<file path="config.mk">
export PLATFORM = sky130hd
export DESIGN_NAME = riscv_lsu
export DESIGN_NICKNAME = d
export VERILOG_FILES = /design/src/rtl/riscv_lsu_pkg.sv /design/src/rtl/riscv_lsu_align.sv /design/src/rtl/riscv_lsu.sv
export VERILOG_INCLUDE_DIRS = /design/src /design/src/rtl
export SDC_FILE = /design/constraint.sdc
export NUM_CORES = 1
export LEC_CHECK = 0
export CAP_MARGIN = 20
export CORE_UTILIZATION = 39
export DETAILED_ROUTE_END_ITERATION = 6
export PLACE_DENSITY = 0.76
export SKIP_LAST_GASP = 1
export SLEW_MARGIN = 10
export SYNTH_ARGS = -nofsm -noshare
export SYNTH_HDL_FRONTEND = slang
export SYNTH_SLANG_ARGS = --single-unit
</file>
<file path="constraint.sdc">
create_clock -name i_clk -period 5.3 [get_ports i_clk]
set_input_delay 1.06 -clock i_clk [delete_from_list [all_inputs] [get_ports i_clk]]
set_output_delay 1.06 -clock i_clk [all_outputs]
set_load 0.01 [all_outputs]
</file>
<file path="src/rtl/riscv_configs.v">
// Shared configuration constants for the RISC-V core: data width, data-memory
// address width, access-size encodings and load/store unit state encodings.
`ifndef RISCV_CONFIGS_V
`define RISCV_CONFIGS_V

`define XLEN          32
`define DMEM_ADDR_BIT 10

`define SZ_B   2'b00
`define SZ_H   2'b01
`define SZ_W   2'b10
`define SZ_RSV 2'b11

`define LSU_ST_IDLE 2'd0
`define LSU_ST_ACC1 2'd1
`define LSU_ST_ACC2 2'd2
`define LSU_ST_RSP  2'd3

`endif

</file>
<file path="src/rtl/riscv_lsu_pkg.sv">
// Types and helpers shared by the load/store unit and its alignment datapath.
`include "riscv_configs.v"

package riscv_lsu_pkg;

    typedef enum logic [1:0] {
        ST_IDLE = `LSU_ST_IDLE,
        ST_ACC1 = `LSU_ST_ACC1,
        ST_ACC2 = `LSU_ST_ACC2,
        ST_RSP  = `LSU_ST_RSP
    } lsu_state_t;

    localparam logic [1:0] SZ_B   = `SZ_B;
    localparam logic [1:0] SZ_H   = `SZ_H;
    localparam logic [1:0] SZ_W   = `SZ_W;
    localparam logic [1:0] SZ_RSV = `SZ_RSV;

    // Byte-lane mask of an access before it is shifted to its address offset.
    function automatic logic [3:0] size_mask(input logic [1:0] size);
        case (size)
            SZ_B:    return 4'b0001;
            SZ_H:    return 4'b0011;
            SZ_W:    return 4'b1111;
            default: return 4'b0000;
        endcase
    endfunction

    function automatic logic [2:0] size_bytes(input logic [1:0] size);
        case (size)
            SZ_B:    return 3'd1;
            SZ_H:    return 3'd2;
            SZ_W:    return 3'd4;
            default: return 3'd0;
        endcase
    endfunction

endpackage

</file>
<file path="src/rtl/riscv_lsu_align.sv">
// Combinational alignment: byte enables and store data spread over two words,
// and load data extracted from a two-word window then zero/sign extended.
`include "riscv_configs.v"

module riscv_lsu_align
    import riscv_lsu_pkg::*;
#(
    parameter int XLEN = `XLEN
) (
    input  logic [1:0]            size,
    input  logic [1:0]            off,
    input  logic                  is_unsigned,
    input  logic [XLEN-1:0]       wdata,
    input  logic [XLEN-1:0]       lo_word,
    input  logic [XLEN-1:0]       hi_word,
    output logic [2*XLEN/8-1:0]   byte_sel,
    output logic [2*XLEN-1:0]     st_data,
    output logic [XLEN-1:0]       ld_data
);

    logic [XLEN-1:0] ld_win;

    always_comb begin
        byte_sel = {{(XLEN/8){1'b0}}, size_mask(size)} << off;
        st_data  = {{XLEN{1'b0}}, wdata} << {off, 3'b000};
        // Lower word of {hi,lo} after dropping the offset bytes.
        ld_win   = XLEN'({hi_word, lo_word} >> {off, 3'b000});
        ld_data  = '0;
        case (size)
            SZ_B:    ld_data = {{(XLEN-8){~is_unsigned & ld_win[7]}}, ld_win[7:0]};
            SZ_H:    ld_data = {{(XLEN-16){~is_unsigned & ld_win[15]}}, ld_win[15:0]};
            SZ_W:    ld_data = ld_win;
            default: ld_data = '0;
        endcase
    end

endmodule

</file>
<file path="src/rtl/riscv_lsu.sv">
// Load/store unit: one request at a time, split into one or two word accesses
// when the access straddles a word boundary, then a one-cycle response.
`include "riscv_configs.v"

module riscv_lsu
    import riscv_lsu_pkg::*;
#(
    parameter int XLEN          = `XLEN,
    parameter int DMEM_ADDR_BIT = `DMEM_ADDR_BIT
) (
    input  logic                     i_clk,
    input  logic                     i_rst,
    input  logic                     i_req_valid,
    output logic                     o_req_ready,
    input  logic                     i_req_we,
    input  logic [1:0]               i_req_size,
    input  logic                     i_req_unsigned,
    input  logic [XLEN-1:0]          i_req_addr,
    input  logic [XLEN-1:0]          i_req_wdata,
    output logic                     o_rsp_valid,
    output logic [XLEN-1:0]          o_rsp_rdata,
    output logic                     o_rsp_err,
    output logic                     o_dmem_wr_en,
    output logic [XLEN/8-1:0]        o_dmem_byte_sel,
    output logic [DMEM_ADDR_BIT-3:0] o_dmem_addr,
    output logic [XLEN-1:0]          o_dmem_data,
    input  logic [XLEN-1:0]          i_dmem_data
);

    localparam int IW = DMEM_ADDR_BIT - 2;

    lsu_state_t state, state_n;

    logic            we_q, uns_q;
    logic [1:0]      size_q, off_q;
    logic [XLEN-1:0] wdata_q, lo_q;

    logic            accept, crossing;
    logic            we_n, uns_n;
    logic [1:0]      size_n, off_n;
    logic [XLEN-1:0] wdata_n, lo_in;
    logic [IW-1:0]   idx_n;

    logic [2*XLEN/8-1:0] sel_w;
    logic [2*XLEN-1:0]   st_w;
    logic [XLEN-1:0]     ld_w;
    logic                unused_addr_bits;

    assign o_req_ready      = (state == ST_IDLE);
    assign accept           = o_req_ready & i_req_valid;
    assign idx_n            = i_req_addr[DMEM_ADDR_BIT-1:2];
    assign unused_addr_bits = ^i_req_addr[XLEN-1:DMEM_ADDR_BIT];
    assign crossing         = ({1'b0, off_q} + size_bytes(size_q)) > 3'd4;
    // The low word comes straight from memory while in ACC1, from the capture after.
    assign lo_in            = (state == ST_ACC1) ? i_dmem_data : lo_q;

    // Fields seen by the datapath: live request on acceptance, registered copy otherwise.
    always_comb begin
        we_n    = we_q;
        uns_n   = uns_q;
        size_n  = size_q;
        off_n   = off_q;
        wdata_n = wdata_q;
        if (accept) begin
            we_n    = i_req_we;
            uns_n   = i_req_unsigned;
            size_n  = i_req_size;
            off_n   = i_req_addr[1:0];
            wdata_n = i_req_wdata;
        end
    end

    always_comb begin
        state_n = state;
        case (state)
            ST_IDLE: if (i_req_valid) state_n = (i_req_size == SZ_RSV) ? ST_RSP : ST_ACC1;
            ST_ACC1: state_n = crossing ? ST_ACC2 : ST_RSP;
            ST_ACC2: state_n = ST_RSP;
            ST_RSP:  state_n = ST_IDLE;
            default: state_n = ST_IDLE;
        endcase
    end

    riscv_lsu_align #(.XLEN(XLEN)) u_align (
        .size        (size_n),
        .off         (off_n),
        .is_unsigned (uns_n),
        .wdata       (wdata_n),
        .lo_word     (lo_in),
        .hi_word     (i_dmem_data),
        .byte_sel    (sel_w),
        .st_data     (st_w),
        .ld_data     (ld_w)
    );

    // Memory and response outputs are registered on entry to the state that owns them.
    always_ff @(posedge i_clk) begin
        if (i_rst) begin
            state           <= ST_IDLE;
            we_q            <= 1'b0;
            uns_q           <= 1'b0;
            size_q          <= SZ_B;
            off_q           <= 2'd0;
            wdata_q         <= '0;
            lo_q            <= '0;
            o_rsp_valid     <= 1'b0;
            o_rsp_err       <= 1'b0;
            o_rsp_rdata     <= '0;
            o_dmem_wr_en    <= 1'b0;
            o_dmem_byte_sel <= '0;
            o_dmem_addr     <= '0;
            o_dmem_data     <= '0;
        end else begin
            state        <= state_n;
            we_q         <= we_n;
            uns_q        <= uns_n;
            size_q       <= size_n;
            off_q        <= off_n;
            wdata_q      <= wdata_n;
            if (state == ST_ACC1) lo_q <= i_dmem_data;
            o_rsp_valid     <= 1'b0;
            o_rsp_err       <= 1'b0;
            o_rsp_rdata     <= '0;
            o_dmem_wr_en    <= 1'b0;
            o_dmem_byte_sel <= '0;
            case (state_n)
                ST_ACC1: begin
                    o_dmem_addr     <= idx_n;
                    o_dmem_byte_sel <= sel_w[XLEN/8-1:0];
                    o_dmem_data     <= st_w[XLEN-1:0];
                    o_dmem_wr_en    <= we_n;
                end
                ST_ACC2: begin
                    o_dmem_addr     <= o_dmem_addr + {{(IW-1){1'b0}}, 1'b1};
                    o_dmem_byte_sel <= sel_w[2*XLEN/8-1:XLEN/8];
                    o_dmem_data     <= st_w[2*XLEN-1:XLEN];
                    o_dmem_wr_en    <= we_q;
                end
                ST_RSP: begin
                    o_rsp_valid <= 1'b1;
                    o_rsp_err   <= (size_n == SZ_RSV);
                    o_rsp_rdata <= we_n ? '0 : ld_w;
                end
                default: ;
            endcase
        end
    end

endmodule

</file>
* After elaboration in Yosys (flattened, before gate mapping)
Index checks and enable logic that the tools add are counted.
** Cells by class
- Bitwise gates (word level) :: 5
- Shift operators :: 3
- Order comparisons :: 1
- Equality and inequality tests :: 12
- Muxes and demuxes :: 18
- $add $sub $neg :: 2
- Reduce and logical (&&, ||, !) cells :: 6
** Operators by type and width (count)
- one-hot mux 32 bit (3 select lines) :: 1
- two-way mux 32 bit :: 2
- one-hot mux 32 bit (2 select lines) :: 1
- left shift 32 x 5 -> 64 bit :: 1
- >> shifter 64 x 5 -> 32 bit :: 1
- == test 2 bit (second input constant) :: 8
- one-hot mux 8 bit (2 select lines) :: 1
- one-hot mux 4 bit (3 select lines) :: 1
- one-hot mux 3 bit (3 select lines) :: 1
- adder 8 x 1 -> 8 bit (second input constant) :: 1
- == test 2 x 1 -> 1 bit (second input constant) :: 4
- two-way mux 2 bit :: 4
- one-hot mux 2 bit (4 select lines) :: 1
- one-hot mux 4 bit (2 select lines) :: 1
- left shift 4 x 2 -> 8 bit :: 1
- zero test 2 bit :: 3
- two-way mux 1 bit :: 4
- adder 2 x 3 -> 3 bit :: 1
- bitwise AND 1 bit :: 3
- > comparator 3 bit (second input constant) :: 1
- OR reduction 3 bit :: 1
- NOT 1 bit :: 2
- one-hot mux 1 bit (2 select lines) :: 1
- nonzero test 2 bit :: 1
- OR reduction 2 bit :: 1
** Storage, ports and cells
- Output and inout port bits :: 80
- Flip-flop bits (word level) :: 151

* Depth between registers and ports, before layout
- Depth in word-level cells :: 9
- Mapped depth :: 15

* Cells and area by module
From an unflattened synthesis, not the netlist that was laid out.
** Unflattened totals
- Cell total of the unflattened synthesis :: 826
- Area total of the unflattened synthesis :: 8286.7 um^2
** By module, submodules not included
- riscv_lsu :: sequential area each 3022.9 um^2, instances 1, cells each 556, area an instance 6057.1 um^2
- riscv_lsu_align :: sequential area each 0.0 um^2, instances 1, cells each 270, area an instance 2229.6 um^2

* Worst setup path before layout
Ideal clock, no wire load.
- Path type :: input -> register
- Start point :: input i_req_valid
- End point :: register o_rsp_rdata[19]
- Arrival time :: 3.272 ns
- Stages on the path :: 12
- Path slack :: 1.970 ns
- Required time :: 5.243 ns
- Cell sequence :: nand2_2 -> buf_6 -> buf_2 -> mux2i_1 -> inv_1 -> ha_1 -> a211oi_2 -> and2_2 -> nand2_2 -> nor2_2 -> buf_2 -> a21o_1
** On the way
- Elaborated cells between the ends (all ways) :: 18
** RTL lines
- from (decl) :: line riscv_lsu.sv:13 : input logic i_req_valid,
- bitwise AND 1 bit (*) :: line riscv_lsu.sv:50 : assign accept = o_req_ready & i_req_valid;
- two-way mux 2 bit (*) :: line riscv_lsu.sv:64 : if (accept) begin
- via size_n[0] :: line riscv_lsu.sv:40 : logic [1:0] size_n, off_n;
- == test 2 bit, or another cell as far along :: line riscv_lsu_align.sv:29 : case (size)
- one-hot mux 32 bit (3 select lines) (*) :: line riscv_lsu_align.sv:29
- to (signal assigned) :: line riscv_lsu.sv:142 : o_rsp_rdata <= we_n ? '0 : ld_w;
- to (decl) :: line riscv_lsu.sv:21 : output logic [XLEN-1:0] o_rsp_rdata,
Mark *: on every way through the listed nets, which the timed path passes. The rest lies on a longest branch.
A chain may end at the register's enable or synchronous reset.

* Worst setup path after layout
- Start point :: input i_req_valid
- End point :: register o_dmem_data[1]
** On the way
- Longest elaborated chain between the ends :: 4
- Elaborated cells between the ends (all ways) :: 10
** Ends and longest elaborated chain
- bitwise AND 1 bit or two-way mux 2 bit (tied branches) :: line riscv_lsu.sv:50, riscv_lsu.sv:76
- two-way mux 32 bit, or another cell as far along :: line riscv_lsu.sv:64
- left shift 32 x 5 -> 64 bit, or another cell as far along :: line riscv_lsu_align.sv:25 : st_data = {{XLEN{1'b0}}, wdata} << {off, 3'b000};
- one-hot mux 32 bit (2 select lines) or nonzero test 2 bit (tied branches)
- to (signal assigned) :: line riscv_lsu.sv:130 : o_dmem_data <= st_w[XLEN-1:0];
- to (signal assigned) :: line riscv_lsu.sv:136 : o_dmem_data <= st_w[2*XLEN-1:XLEN];
- to (decl) :: line riscv_lsu.sv:26 : output logic [XLEN-1:0] o_dmem_data,
Parallel ways exist; a longest one is shown, timed or not.

==> reports/metrics.csv <==
metric,value,unit
outcome,"finished, final reports clean",
Via Count,6839,
Final ANT Viol Nets,0,
Synth top cells by count,"dfxtp_1 (151), mux2i_1 (139), nand2_1 (108)",
Yosys top cell area share,39.7,%
critical path class,input port to flip-flop,
vias in the first global route,6746,
Yosys cell types,54,
Worst-Margin Slew,1000,ps
critical-path maximum fanout,45,
Initial Util,40.2,%
global-route usage over all layers,21.6,%
# port buffers,160,
endpoints failing hold,0,
Core Rows,50,
Reg area,0.00302,mm2
Syn Area/Cell,8.74,um2
Seq cells post-synth,151,
first-pass GRT wire length,33900,um
power per cell area,607,mW/mm2
Die W,142,um
H-tree depth,4,
skew final,7.01,ps
Leak Pwr,0.00412,uW
Hold Path Class,flip-flop to flip-flop,
initial antenna violation count,1,
Setup TNS,0,ps
Max-Cap Viols,0,
Root Driver,clkbuf_16,
Clock Path Buffers,2,
Max Slew Vio Count,0,
Synth Instances,872,
Synth Flop Type,dfxtp_1,
post-synthesis sequential area ratio,39.7,%
most frequent cell after synthesis,dfxtp_1,
vias per cell,5.36,
synth-to-layout area growth,31.5,%
Final nets,1119,
# clock sinks,151,
Pre-Repair DR Iteration Count,5,
GR Overflow Total,0,
RSZ-0062 raised after global routing,no,
worst r2r src,off_q[0]$_SDFF_PP0_,
final wirelength,21600,um
"Data required, critical path",5590,ps
DIE AREA,0.0201,mm2
Layout fillers,1739,
R2R Path End,o_dmem_data[17]$_SDFFE_PP0P_,
pin count of the biggest net entering global routing,68,
Hold Path Stages,2,
CTS Hold Bufs,0,
leading area contributor after synthesis,dfxtp_1,
path depth of the worst reg2reg path,11,
clock tree from TritonCTS,yes,
fmax,0.263,GHz
Post-synth EDFFs,0,
hpwl dp,14900,um
Core Region,0.0190,mm2
initial DRC count,534,
Die H,142,um
setup violators final,0,
fraction of layout cells with a size suffix above 1,7.68,%
post-layout min period,3800,ps
CP arrival,4090,ps
Residual DRC,0,
syn_nets,989,
# IOs,183,
routability cong.,0.875,
fin util,52.9,%
min-delay src,o_dmem_data[11]$_SDFFE_PP0P_,
worst hold path endpoint,o_dmem_data[11]$_SDFFE_PP0P_,
relative slew slack,33.1,%
critical path endpoint category,flip-flop,
Clock Pin Slew Worst Setup and Hold Paths,70,ps
synth warn,0,
"IR drop worst, VDD",0.331,mV
Worst-Skew Late Latency,430,ps
post-CTS setup buffers,0,
"top cells by area, synth","dfxtp_1 (40%), mux2i_1 (18%), nand2_1 (5.3%)",
Post-CTS Resized,0,
post-DR wirelength/cell,17.0,um
final worst path period share,71.7,%
ys async rst share,0,%
CP startpoint kind,input port,
CTS Buf Count,17,
area of the multi-input gates,0.00423,mm2
Post-Syn Area,0.00762,mm2
R2R Setup Slk,1670,ps
-- layer usage --
metal	share of wire, %	up-vias	global-route usage (%)
met3	5.6	62	4.52
met5	0	-	0
li1	-	3292	-
met4	3.8	0	11.4
met1	44	3237	27.5
met2	47	248	34.5
-- power breakdown --
group | leakage [uW] | switching, uW | internal [uW]
clock | 0.000303 | 519 | 800
combinational | 0.00258 | 1830 | 1370
sequential | 0.00123 | 158 | 1420
total | 0.00412 | 2510 | 3580
-- state kept, by name (all words and copies together), names as in the netlist --
| signal | count |
|---|---|
| state | 2 |
| lo_q | 32 |
| o_rsp_rdata | 32 |
| o_rsp_valid | 1 |
| we_q | 1 |
| o_dmem_byte_sel | 4 |
| off_q | 2 |
| o_rsp_err | 1 |
| uns_q | 1 |
| wdata_q | 32 |
| size_q | 2 |
| o_dmem_addr | 8 |
| o_dmem_data | 32 |
| o_dmem_wr_en | 1 |
-- how the worst max path moves through the flow --
stage	start	end	cells past startpoint
2_1_floorplan	i_req_valid	o_rsp_rdata[19]$_SDFF_PP0_	12
3_3_place_gp	i_req_valid	o_dmem_data[1]$_SDFFE_PP0P_	9
3_5_place_dp	i_req_valid	o_dmem_data[2]$_SDFFE_PP0P_	9
4_1_cts	i_req_valid	o_dmem_data[1]$_SDFFE_PP0P_	9
5_1_grt	i_req_valid	o_rsp_rdata[31]$_SDFF_PP0_	10
6_report	i_req_valid	o_dmem_data[1]$_SDFFE_PP0P_	9
-- stage by stage --
| stage | power, uW | cell area (um2) | setup WS (ps) | hold slack, ps | instances |
|---|---|---|---|---|---|
| floorplan | 3820 | 7620 | 1970 | 456 | 872 |
| global placement | 4670 | 9380 | 1090 | 441 | 1243 |
| detailed placement | 4740 | 9380 | 1060 | 444 | 1243 |
| CTS | 6090 | 10000 | 1520 | 453 | 1275 |
| global route | 6470 | 10000 | 1280 | 487 | 1276 |
| finish | 6090 | 10000 | 1500 | 458 | 1276 |
-- critical path: stages --
cell and delay [ps]:
clkdlybuf4s50_1 510, nand2_2 210, buf_4 640, a21o_2 510
buf_4 320, or3_1 330, nor2_1 80, a211oi_1 320
nor3_1 100
-- logic make-up (layout without fill, tap and decap cells) --
| logic type | count (synthesis) | count (layout) | synth area share (%) |
|---|---|---|---|
| simple gates | 293 | 293 | 16.8 |
| other cells | 0 | 1 | 0 |
| xor+xnor | 1 | 1 | 0.115 |
| buf+inv | 87 | 230 | 5.09 |
| fa+ha+maj | 14 | 14 | 2.40 |
| flops | 151 | 151 | 39.7 |
| mux | 152 | 152 | 21.2 |
| compound gates | 174 | 174 | 14.7 |
-- layout make-up --
cell class | instances | area share (%)
Tap cell | 260 | 3.25
Clock inverter | 15 | 2.15
Clock buffer | 17 | 4.24
Inverter | 23 | 0.861
Sequential cell | 151 | 30.2
Antenna cell | 1 | 0.0250
Multi-Input combinational cell | 634 | 42.1
Timing Repair Buffer | 175 | 17.2
-- cells in the final DEF, fill, tap and decap left out, types with 18 or more instances in the layout --
| cell type | instances |
|---|---|
| a21oi_1 | 45 |
| nand2_1 | 108 |
| mux2i_1 | 139 |
| o21ai_0 | 36 |
| clkdlybuf4s50_1 | 159 |
| inv_1 | 22 |
| dfxtp_1 | 151 |
| nor2_1 | 107 |
| nor3_1 | 18 |
| a21o_1 | 24 |
Power figures use the tool's default switching activity.
